## src/rtl/msdap_pkg.sv

```systemverilog
// Shared types and constants for the MSDAP convolution sequencer and its op pipe.
package msdap_pkg;

    localparam int NUM_RJ_DEF    = 16;
    localparam int COEF_AW_DEF   = 9;
    localparam int DATA_AW_DEF   = 8;
    localparam int RJ_AW         = 4;
    localparam int RJ_CNT_W      = 10;
    localparam int SS_W          = 9;
    localparam int COEF_SIGN_BIT = 8;

    localparam logic [SS_W-1:0] SS_MAX = 9'd256;

    localparam logic [1:0] OP_NOP = 2'b00;
    localparam logic [1:0] OP_ADD = 2'b01;
    localparam logic [1:0] OP_SUB = 2'b10;

    typedef enum logic [2:0] {
        S_IDLE    = 3'd0,
        S_RJ_ADDR = 3'd1,
        S_RJ_LAT  = 3'd2,
        S_COEF    = 3'd3,
        S_DRAIN   = 3'd4,
        S_SHIFT   = 3'd5,
        S_DONE    = 3'd6
    } seq_state_e;

endpackage

```

## src/rtl/msdap_op_pipe.sv

```systemverilog
// Two-stage coefficient pipe: data address one cycle after the coefficient read, ALU op two cycles after.
// MSDAP_SEQ_ZERO_FILL_EN enables data_zero for delays reaching past the samples seen so far.
module msdap_op_pipe
    import msdap_pkg::*;
#(
    parameter int DATA_AW = DATA_AW_DEF
) (
    input  logic               sclk,
    input  logic               reset,
    input  logic               clear,
    input  logic               issue,
    input  logic [15:0]        coef_rd_data,
    input  logic [DATA_AW-1:0] base,
    input  logic [SS_W-1:0]    samples_seen,
    output logic [DATA_AW-1:0] data_rd_addr,
    output logic [1:0]         alu_op,
    output logic               data_zero
);

    logic       v1;
    logic [7:0] n;
    logic       sign;
    logic       unused_bits;

    assign n    = coef_rd_data[7:0];
    assign sign = coef_rd_data[COEF_SIGN_BIT];

    // Coefficient RAM output is itself a register, so the address is one subtract past a flop.
    assign data_rd_addr = v1 ? (base - DATA_AW'(n)) : '0;

    always_ff @(posedge sclk) begin
        if (reset || clear) begin
            v1     <= 1'b0;
            alu_op <= OP_NOP;
        end else begin
            v1     <= issue;
            alu_op <= !v1 ? OP_NOP : (sign ? OP_SUB : OP_ADD);
        end
    end

`ifdef MSDAP_SEQ_ZERO_FILL_EN
    always_ff @(posedge sclk) begin
        if (reset || clear) begin
            data_zero <= 1'b0;
        end else begin
            data_zero <= v1 && ({1'b0, n} >= samples_seen);
        end
    end
    assign unused_bits = ^coef_rd_data[15:9];
`else
    assign data_zero   = 1'b0;
    assign unused_bits = ^{coef_rd_data[15:9], samples_seen};
`endif

endmodule

```

## src/rtl/msdap_conv_sequencer.sv

```systemverilog
// Per-channel convolution sequencer: walks Rj groups and coefficients, drives the accumulator ALU.
// MSDAP_SEQ_ZERO_FILL_EN adds the samples_seen counter behind data_zero.
module msdap_conv_sequencer
    import msdap_pkg::*;
#(
    parameter int NUM_RJ  = NUM_RJ_DEF,
    parameter int COEF_AW = COEF_AW_DEF,
    parameter int DATA_AW = DATA_AW_DEF
) (
    input  logic               sclk,
    input  logic               reset,
    input  logic               clear,
    input  logic               sample_valid,
    input  logic [DATA_AW-1:0] sample_ptr,
    output logic [RJ_AW-1:0]   rj_rd_addr,
    input  logic [15:0]        rj_rd_data,
    output logic [COEF_AW-1:0] coef_rd_addr,
    input  logic [15:0]        coef_rd_data,
    output logic [DATA_AW-1:0] data_rd_addr,
    output logic [1:0]         alu_op,
    output logic               data_zero,
    output logic               alu_clr,
    output logic               alu_shift,
    output logic               out_valid,
    output logic               busy,
    output logic               overrun,
    output logic               cfg_err,
    output logic [2:0]         dbg_state
);

    localparam logic [RJ_AW-1:0] LAST_GROUP = RJ_AW'(NUM_RJ - 1);

    seq_state_e          state;
    logic [DATA_AW-1:0]  base;
    logic [RJ_AW-1:0]    group;
    logic [COEF_AW:0]    coef_ptr;
    logic [RJ_CNT_W-1:0] rem;
    logic [RJ_CNT_W-1:0] rj_cnt;
    logic                drain_cnt;
    logic                coef_issue;
    logic                issue_now;
    logic [SS_W-1:0]     samples_seen;
    logic                unused_rj;

    assign rj_cnt    = rj_rd_data[RJ_CNT_W-1:0];
    assign unused_rj = ^rj_rd_data[15:RJ_CNT_W];
    assign dbg_state = state;

    // Outputs are registered for the state being entered, so each COEF cycle is set up one cycle early.
    assign issue_now = ((state == S_RJ_LAT) && (rj_cnt != '0)) ||
                       ((state == S_COEF) && (rem != '0));

    always_ff @(posedge sclk) begin
        if (reset) begin
            state        <= S_IDLE;
            base         <= '0;
            group        <= '0;
            coef_ptr     <= '0;
            rem          <= '0;
            drain_cnt    <= 1'b0;
            coef_issue   <= 1'b0;
            coef_rd_addr <= '0;
            rj_rd_addr   <= '0;
            alu_clr      <= 1'b0;
            alu_shift    <= 1'b0;
            out_valid    <= 1'b0;
            busy         <= 1'b0;
            overrun      <= 1'b0;
            cfg_err      <= 1'b0;
        end else begin
            coef_issue   <= 1'b0;
            coef_rd_addr <= '0;
            rj_rd_addr   <= '0;
            alu_clr      <= 1'b0;
            alu_shift    <= 1'b0;
            out_valid    <= 1'b0;
            if (sample_valid && !clear && (state != S_IDLE)) overrun <= 1'b1;
            if (clear) begin
                state <= S_IDLE;
                busy  <= 1'b0;
            end else begin
                // Once the 512 coefficients are used up, COEF cycles still elapse but issue nothing.
                if (issue_now) begin
                    if (coef_ptr[COEF_AW]) begin
                        cfg_err <= 1'b1;
                    end else begin
                        coef_issue   <= 1'b1;
                        coef_rd_addr <= coef_ptr[COEF_AW-1:0];
                        coef_ptr     <= coef_ptr + 1'b1;
                    end
                end
                case (state)
                    S_IDLE: if (sample_valid) begin
                        state    <= S_RJ_ADDR;
                        base     <= sample_ptr;
                        group    <= '0;
                        coef_ptr <= '0;
                        alu_clr  <= 1'b1;
                        busy     <= 1'b1;
                    end
                    S_RJ_ADDR: state <= S_RJ_LAT;
                    S_RJ_LAT: begin
                        drain_cnt <= 1'b0;
                        if (rj_cnt == '0) begin
                            state <= S_DRAIN;
                        end else begin
                            rem   <= rj_cnt - 1'b1;
                            state <= S_COEF;
                        end
                    end
                    S_COEF: begin
                        if (rem == '0) begin
                            state     <= S_DRAIN;
                            drain_cnt <= 1'b0;
                        end else begin
                            rem <= rem - 1'b1;
                        end
                    end
                    S_DRAIN: begin
                        if (drain_cnt) begin
                            state      <= S_SHIFT;
                            alu_shift  <= 1'b1;
                            rj_rd_addr <= group + 1'b1;
                        end else begin
                            drain_cnt <= 1'b1;
                        end
                    end
                    S_SHIFT: begin
                        if (group == LAST_GROUP) begin
                            state     <= S_DONE;
                            out_valid <= 1'b1;
                        end else begin
                            group <= group + 1'b1;
                            state <= S_RJ_LAT;
                        end
                    end
                    S_DONE: begin
                        state <= S_IDLE;
                        busy  <= 1'b0;
                    end
                    default: state <= S_IDLE;
                endcase
            end
        end
    end

`ifdef MSDAP_SEQ_ZERO_FILL_EN
    always_ff @(posedge sclk) begin
        if (reset || clear) begin
            samples_seen <= '0;
        end else if (sample_valid && (samples_seen != SS_MAX)) begin
            samples_seen <= samples_seen + 1'b1;
        end
    end
`else
    assign samples_seen = '0;
`endif

    msdap_op_pipe #(.DATA_AW(DATA_AW)) u_op_pipe (
        .sclk         (sclk),
        .reset        (reset),
        .clear        (clear),
        .issue        (coef_issue),
        .coef_rd_data (coef_rd_data),
        .base         (base),
        .samples_seen (samples_seen),
        .data_rd_addr (data_rd_addr),
        .alu_op       (alu_op),
        .data_zero    (data_zero)
    );

endmodule

```

## config.mk

```make
export PLATFORM = sky130hd
export DESIGN_NAME = msdap_conv_sequencer
export DESIGN_NICKNAME = d
export VERILOG_FILES = /design/src/rtl/msdap_pkg.sv /design/src/rtl/msdap_op_pipe.sv /design/src/rtl/msdap_conv_sequencer.sv
export SDC_FILE = /design/constraint.sdc
export NUM_CORES = 1
export LEC_CHECK = 0
export CAP_MARGIN = 10
export CORE_ASPECT_RATIO = 2
export CORE_MARGIN = 3
export CORE_UTILIZATION = 33
export CTS_CLUSTER_SIZE = 40
export DETAILED_ROUTE_END_ITERATION = 10
export GPL_ROUTABILITY_DRIVEN = 0
export GPL_TIMING_DRIVEN = 1
export HOLD_SLACK_MARGIN = 0.15
export PLACE_DENSITY = 0.59
export SYNTH_ARGS = -nofsm -noshare
export SYNTH_HDL_FRONTEND = slang
export SYNTH_SLANG_ARGS = --single-unit
```

## constraint.sdc

```tcl
create_clock -name sclk -period 8.8 [get_ports sclk]
set_clock_uncertainty 0.05 [all_clocks]
set_input_delay 2.64 -clock sclk [delete_from_list [all_inputs] [get_ports sclk]]
set_output_delay 2.64 -clock sclk [all_outputs]
set_load 0.02 [all_outputs]
```

==> out/qor.txt, run 1 <==
Clk pwr share: 50.5%
Syn. warnings: 0
Peak Freq: 126 MHz
MaxCap Viol Count: 0
Reg2Reg Setup Slack: 5.66 ns
register area share after synthesis: 39.2%
Worst-Margin Slew: 0.858 ns
Yosys top cell by area: dfxtp_1
Rows: 48
switching share of total power: 22.2%
Comb pwr share: 8.9%
ant diodes: 0
remaining antenna violation count after routing: 0
endpoints failing setup: 0
top cell type's share of synthesized area: 39.2%
Total Power: 0.675 mW
nature of the critical path endpoint: primary output
Reg clk slew, reported paths: 0.05 ns
area occupied by multi-input gates: 1680 um^2
worst setup path category: in -> out
initial core utilization: 34.4%
CTS tree: done
first-pass GRT wire length: 13.2 mm
RSZ-0062 raised after global routing: false
post-synth net total: 416
part of the power in registers: 40.7%
cell area after synthesis: 3020 um^2
Hold/Removal Path Class: reg -> reg
hold_buf cts: 0
initial antenna violation count: 0
Sinks on Clock Net: 59
Post-Syn Area per Cell: 8.36 um^2
Fillers: 883
post-synth cell types: 65
type of origin of the critical path: input port
#FFs+latches synth: 59
Pleak: 1.51 nW
Pint: 0.525 mW
pwr dens: 169 nW/um^2
clk_lat worst skew: 0.32 ns
count leader, synth: dfxtp_1
top post-synthesis cells by count: dfxtp_1 (59), nor2_1 (36), nand2_1 (30)
via/cell ratio: 5.42
Syn-to-layout area delta: 32.1%
Total GRT Usage: 16.2%
largest net degree at the start of global routing: 20
Final Cycle Share: 89.9%
final hold vios: 0
Top FF cell, synth: dfxtp_1
Post-CTS Setup Inserts: 0
layout cells sized above 1: 5.88%
number of synthesized flops with an enable pin: 0
drt drc: 0
status: finished, final reports clean
minimum clock period: 7.91 ns
largest cells by area after synthesis: dfxtp_1 (39%), nor2_1 (4.5%), ha_1 (4.1%), nand2_1 (3.7%), o21ai_0 (3.2%)
TNS Setup: 0 ns
Reg area: 1180 um^2
drt total wl: 8.04 mm
VDD IR max: 0.0860 mV
WL/cell: 15.3 um
I/O Pins: 77
sw power: 0.150 mW
global route overflow: 0
Slew HR: 42.6%
Buffers on Ports: 62
fin nets: 475
post-CTS resize count: 0
DR iter-0 viols: 72
Die W: 73.6 um
CTS H-tree lvls: 3
CTS Buf Count: 9
fin. max-slew vios: 0
via count: 2843
ys async rst share: 0%
Worst EP required: 6.11 ns
vias in the first global route: 2835
Max Root-Sink Buffers: 2
Die H: 141 um
Mapped Cells: 361
core area: 8770 um^2
Root Driver: clkbuf_16
Post-DP HPWL: 6.22 mm
Worst EP arrival: 5.22 ns
die area: 10400 um^2
CP Max Fanout: 3
Initial DRT Pass Iterations: 4
==> sequential cells by signal (all words and copies together) (netlist names), 2 cells and up <==
name / flops
rj_rd_addr: 4
coef_ptr: 10
base: 8
group: 4
rem: 10
dbg_state: 3
u_op_pipe.alu_op: 2
coef_rd_addr: 9
==> power by group through the flow <==
stage / registers, mW / logic (mW) / clock network, mW
floorplan: 0.279 / 0.0349 / 0
global placement: 0.279 / 0.0594 / 0
detailed placement: 0.280 / 0.0602 / 0
CTS: 0.274 / 0.0605 / 0.349
global route: 0.274 / 0.0665 / 0.362
finish: 0.274 / 0.0598 / 0.340
==> per-stage QoR <==
step	instance area (um^2)	worst slack (ns)	cells	hold slack (ns)	utilization (%)
5_1_grt	3980	0.656	525	0.394	45.4
3_3_place_gp	3690	0.878	509	0.359	42.1
2_1_floorplan	3020	1.96	361	0.356	-
4_1_cts	3980	0.820	525	0.378	45.4
3_5_place_dp	3690	0.827	509	0.367	42.1
6_report	3980	0.890	525	0.382	45.4
==> layout by cell type (no fill, tap or decap), drive strengths merged, types with 2 or more instances in the layout <==
master         netlist  final
a21o                 4      4
a21oi               19     19
or3b                 2      2
a31oi                7      7
nor2                36     36
nand2               30     30
clkbuf               9     11
a211oi               3      3
o31ai                2      2
nand2b               2      2
nand4                5      5
a22o                 7      7
o41ai                3      3
and3                 5      5
nand3               15     15
mux2i                6      6
o211ai               3      3
dfxtp               59     59
o21a                 4      4
or2                  4      4
nor2b                2      2
inv                 21     21
or4                  8      8
and2                12     12
o311ai               2      2
nor4                 4      4
or3                  3      3
o22ai                2      2
xor2                 3      3
clkdlybuf4s50        0     62
nor3                15     15
o21ai               20     20
ha                  10     10
xnor2                8      8
a211o                2      2
and3b                2      2
clkinv               1      4
==> worst paths after layout <==
check	start	to	cells past startpoint
max	coef_rd_data[1]	data_rd_addr[7]	9
min	coef_issue	u_op_pipe.v1	1
max reg2reg	dbg_state[0]	rem[6]	8
min reg2reg	coef_issue	u_op_pipe.v1	1
==> final cells by class <==
class	count	share of cell area, %
repair buffers	62	15.6
multi-input cells	266	42.1
inverters	22	2.07
flip-flops and latches	59	29.6
clock buffers	11	6.09
clock inverters	5	1.32
well taps	100	3.14
==> worst max-delay path: stages <==
cell and delay [ns]:
clkdlybuf4s50_1 0.46, inv_1 0.07, ha_1 0.28, nor2b_1 0.12, o21ai_0 0.27, a21oi_1 0.19
o41ai_1 0.33, mux2i_1 0.24, clkdlybuf4s50_1 0.63
==> cell families (layout without fill, tap and decap cells) <==
logic type,after synthesis,count (layout),synth area share (%)
AOI/OAI and AO/OA,88,88,20.1
xor gates and xnor gates,11,11,3.19
adders and majority gates,11,11,4.81
buffers and inverters,36,100,5.18
DFF,59,59,39.2
muxes,6,6,1.99
other,1,1,0.124
and+or+nand+nor,149,149,25.4
==> metal layers <==
metal  routed length, um  part of all wire [%]  track usage, %
met1                2870                    36            16.1
met2                4510                    56            30.7
met3                 477                   5.9            3.57
met4                 190                   2.4            6.78
met5                   0                     0               0
Power figures use the tool's default switching activity.
==> inputs of run 2 (changes only) <==
--- a/config.mk
+++ b/config.mk
@@ -9,6 +9,7 @@
 export CORE_ASPECT_RATIO = 2
 export CORE_MARGIN = 3
 export CORE_UTILIZATION = 33
+export CTS_CLUSTER_DIAMETER = 80
 export CTS_CLUSTER_SIZE = 40
 export DETAILED_ROUTE_END_ITERATION = 10
 export GPL_ROUTABILITY_DRIVEN = 0
==> results of run 2 <==
No change in the layout: final DEF, timing and power equal those of run 1.
==> RTL change 1 (flow settings as in run 2) <==
Build with the macro `MSDAP_SEQ_ZERO_FILL_EN` defined.
--- a/src/rtl/msdap_op_pipe.sv
+++ b/src/rtl/msdap_op_pipe.sv
@@ -1,5 +1,7 @@
 // Two-stage coefficient pipe: data address one cycle after the coefficient read, ALU op two cycles after.
 // MSDAP_SEQ_ZERO_FILL_EN enables data_zero for delays reaching past the samples seen so far.
+`define MSDAP_SEQ_ZERO_FILL_EN
+
 module msdap_op_pipe
     import msdap_pkg::*;
 #(
Function: changed (a bounded check fails within 10 cycles, from zero or initial values and one cycle with reset high).
==> RTL change 1 against run 2 <==
Wire length rose by 24%; sequential cell count up 10; area after synthesis rose by 22%; worst setup slack got worse by 140 ps; power grew 24%; final area increased by 20%; critical endpoint is now data_rd_addr[6]; critical path depth increased by 1; synthesized cell count increased by 22%.
==> RTL change 1: results <==
group,metric,value,unit
route,drt_iter0_drc,195,
global_route,grt_pass1_wl,16.56,mm
worst_setup_path,cp-startpoint,"coef_rd_data[0]",
synthesis,ys_seq_elements,69,
worst_setup_path,crit_end,"data_rd_addr[6]",
synthesis,yosysSeqAreaShare,0.3741,
sta,worst_pin_slew,807.3,ps
synthesis,synthCells,439,
run_status,status,"complete, no violations",
pwr,p_comb_frac,0.083,
final_layout,fin_nets,563,
route,wl_per_cell,15.48,microns
worst_setup_path,reg2regPathDepth,7,
placement,place_ws,756.5,ps
route,routed-via-count,3419,
final_layout,clkbuf_count,9,
placement,postPlaceCellArea,0.004424,sq mm
final_layout,buffers,65,
synthesis,synth_compound_area_frac,0.1918,
sta,timing.hold.ws,374.7,ps
synthesis,synth_mux_area_frac,0.02203,
worst_setup_path,ff2ff_setup_slack,5830,ps
pwr,pwr-share-seq,0.383,
synthesis,synth_area_leaders,"dfxtp_1 (37%), ha_1 (6.8%), nor2_1 (5.3%)",
global_route,grt_max_degree,27,
final_layout,n_fill_cell,1119,
final_layout,multi_input_area_share,0.4399,
global_route,first_global_vias,3453,
synthesis,synth_fa_ha_area_frac,0.07320,
synthesis,synth_cell_types,58,
sta,max_freq,124.2,MHz
final_layout,multi_input_area,0.002110,sq mm
final_layout,largestRegisters,"coef_ptr: 10 flops, rem: 10 flops",
placement,dp_hpwl,7.590,mm
pwr,ir_drop,0.00009199,V
final_layout,buf_share,0.1346,
placement,io_buffers,63,
pwr,netSwitchingFraction,0.2151,
pwr,leakage,1.748,nW
placement,placed_cells,627,
RTL change 1: changes by cell type after synthesis, moves of 3 or more:
cell / run 2 / this run
a21oi_1: 18 / 24
a31oi_1: 7 / 11
clkbuf_1: 8 / 11
dfxtp_1: 59 / 69
ha_1: 10 / 20
inv_1: 21 / 30
nand2_1: 30 / 26
nor2_1: 36 / 52
nor4b_1: 0 / 4
o2111ai_1: 0 / 3
o211ai_1: 3 / 6
o31ai_1: 2 / 5
xnor2_1: 8 / 12
xor2_1: 3 / 7
RTL change 1: worst max-delay path, cell delays in order:
cell and delay [ps]:
clkdlybuf4s50_1 480, ha_1 180, inv_1 60, fa_1 400, a21o_1 180, a21o_1 210
a21oi_1 230, nor4b_1 80, or3_1 370, clkdlybuf4s50_1 540
RTL change 1: metal layers:
metal  vias up  routed length, microns  GRT usage
li1       1699                       -          -
met1      1605                    3670     0.1693
met2        89                    5456     0.3180
met3        26                     452    0.03584
met4         0                     374    0.09508
met5         -                       0          0
==> RTL change 2 (settings of run 2) <==
Made on the original files. Register the output `data_rd_addr`, with the module's reset; this adds one clock of latency there. The other outputs are not delayed to match.
--- a/src/rtl/msdap_conv_sequencer.sv
+++ b/src/rtl/msdap_conv_sequencer.sv
@@ -29,6 +29,8 @@
 );
 
     localparam logic [RJ_AW-1:0] LAST_GROUP = RJ_AW'(NUM_RJ - 1);
+
+    logic [DATA_AW-1:0] data_rd_addr_d;
 
     seq_state_e          state;
     logic [DATA_AW-1:0]  base;
@@ -164,10 +166,18 @@
         .coef_rd_data (coef_rd_data),
         .base         (base),
         .samples_seen (samples_seen),
-        .data_rd_addr (data_rd_addr),
+        .data_rd_addr (data_rd_addr_d),
         .alu_op       (alu_op),
         .data_zero    (data_zero)
     );
 
+    always_ff @(posedge sclk) begin
+        if (reset) begin
+            data_rd_addr <= '0;
+        end else begin
+            data_rd_addr <= data_rd_addr_d;
+        end
+    end
+
 endmodule
 
Behaviour: not the same (Yosys sat finds a counterexample within 10 cycles, from zero or initial values and one cycle with reset high).
==> RTL change 2 against run 2 <==
Count of clock-buffer cells in the layout up 1; final area up 7.2%; sequential power is 13% higher; power up 6.1%; sequential cell count rose by 8; fmax rose by 63%; area after synthesis rose by 7.5%; wire length up 4.3%; worst setup slack better by 3000 ps; critical path type is now input pin to flop.
==> RTL change 2: results <==
group,metric,value,unit
run_status,status,"complete, no violations",
worst_setup_path,crit_path_top_delay_cell,"a211oi_2",
synthesis,synth_area_leaders,"dfxtp_1 (41%), nor2_1 (4.5%), ha_1 (3.9%)",
worst_setup_path,r2r_end,"rem[6]$_SDFFE_PP0P_",
route,viasPerCell,5.184,
route,wl_per_cell,14.87,microns
synthesis,synth_compound_area_frac,0.1932,
synthesis,synth_mux_area_frac,0.02275,
synthesis,synth_cell_types,61,
pwr,leakage,1.561,nW
synthesis,syn_nets,425,
global_route,grtUsageMet3,0.04815,
final_layout,fin_nets,485,
route,drt_iter0_drc,119,
synthesis,synthTopCellsByCount,"dfxtp_1 (67), nor2_1 (39), nor3_1 (23), a21oi_1 (21), nand2_1 (21)",
placement,place_ws,3591,ps
worst_setup_path,ff2ff_setup_slack,6130,ps
route,first_pass_iters,4,
worst_hold_path,min_path_cells,1,
global_route,grt_max_degree,27,
synthesis,yosysSeqAreaShare,0.4134,
route,m1WireLength,3.140,mm
global_route,use_met1,0.1450,
synthesis,synth_fa_ha_area_frac,0.04474,
global_route,first_global_vias,2942,
worst_setup_path,cp_max_fo,15,
worst_setup_path,arrival,5030,ps
cts,ctsHtreeMaxLevel,3,
pwr,ir_drop,0.0001043,V
worst_setup_path,path_delay_family,"compound AO/OA/AOI/OAI gates",
global_route,met2_usage,0.2896,
route,route.met2.wl,4.522,mm
worst_hold_path,hp-start,"coef_issue$_SDFF_PP0_",
final_layout,drive_gt1_frac,0.08525,
global_route,grt_usage,0.1557,
global_route,antenna_found_initial,0,
sta,worst_pin_slew,920.2,ps
==> RTL change 2: power breakdown <==
part | internal [mW] | total (mW) | leakage (nW) | switching (mW)
clock | 0.217 | 0.338 | 0.136 | 0.122
combinational | 0.0324 | 0.0678 | 0.883 | 0.0354
sequential | 0.307 | 0.310 | 0.541 | 0.00256
total | 0.556 | 0.716 | 1.56 | 0.160
==> RTL change 2: final cells by class <==
type                       count  area [sq um]  share of cell area
multi-input combinational    270          1778              0.4165
clock inverter                 3         40.04            0.009379
timing repair buffer          66         650.6              0.1524
tap                          130         162.7             0.03810
inverter                      16         60.06             0.01407
clock buffer                  12         236.5             0.05539
sequential                    67          1341              0.3142
==> RTL change 2: worst max path at each step <==
stage	slack (ps)	from	end	cells past startpoint
after CTS	3940	clear	rem[9]$_SDFFE_PP0P_	6
after global placement	3640	clear	rem[9]$_SDFFE_PP0P_	6
after detailed placement	3590	clear	rem[9]$_SDFFE_PP0P_	6
after floorplan	4540	coef_rd_data[0]	data_rd_addr[6]$_SDFF_PP0_	8
final	3940	clear	rem[9]$_SDFFE_PP0P_	6
after global routing	3810	clear	rem[5]$_SDFFE_PP0P_	6
==> RTL change 2: per-stage QoR <==
| stage | util | hold WS [ps] | power, mW | instances | cell area (sq um) |
|---|---|---|---|---|---|
| final | 0.4519 | 388.6 | 0.7158 | 564 | 4269 |
| after global routing | 0.4519 | 394.5 | 0.7452 | 564 | 4269 |
| after CTS | 0.4519 | 391.4 | 0.7261 | 564 | 4269 |
| after detailed placement | 0.4226 | 377.0 | 0.3839 | 549 | 3993 |
| after global placement | 0.4226 | 364.6 | 0.3831 | 549 | 3993 |
| after floorplan | - | 355.7 | 0.3546 | 370 | 3244 |
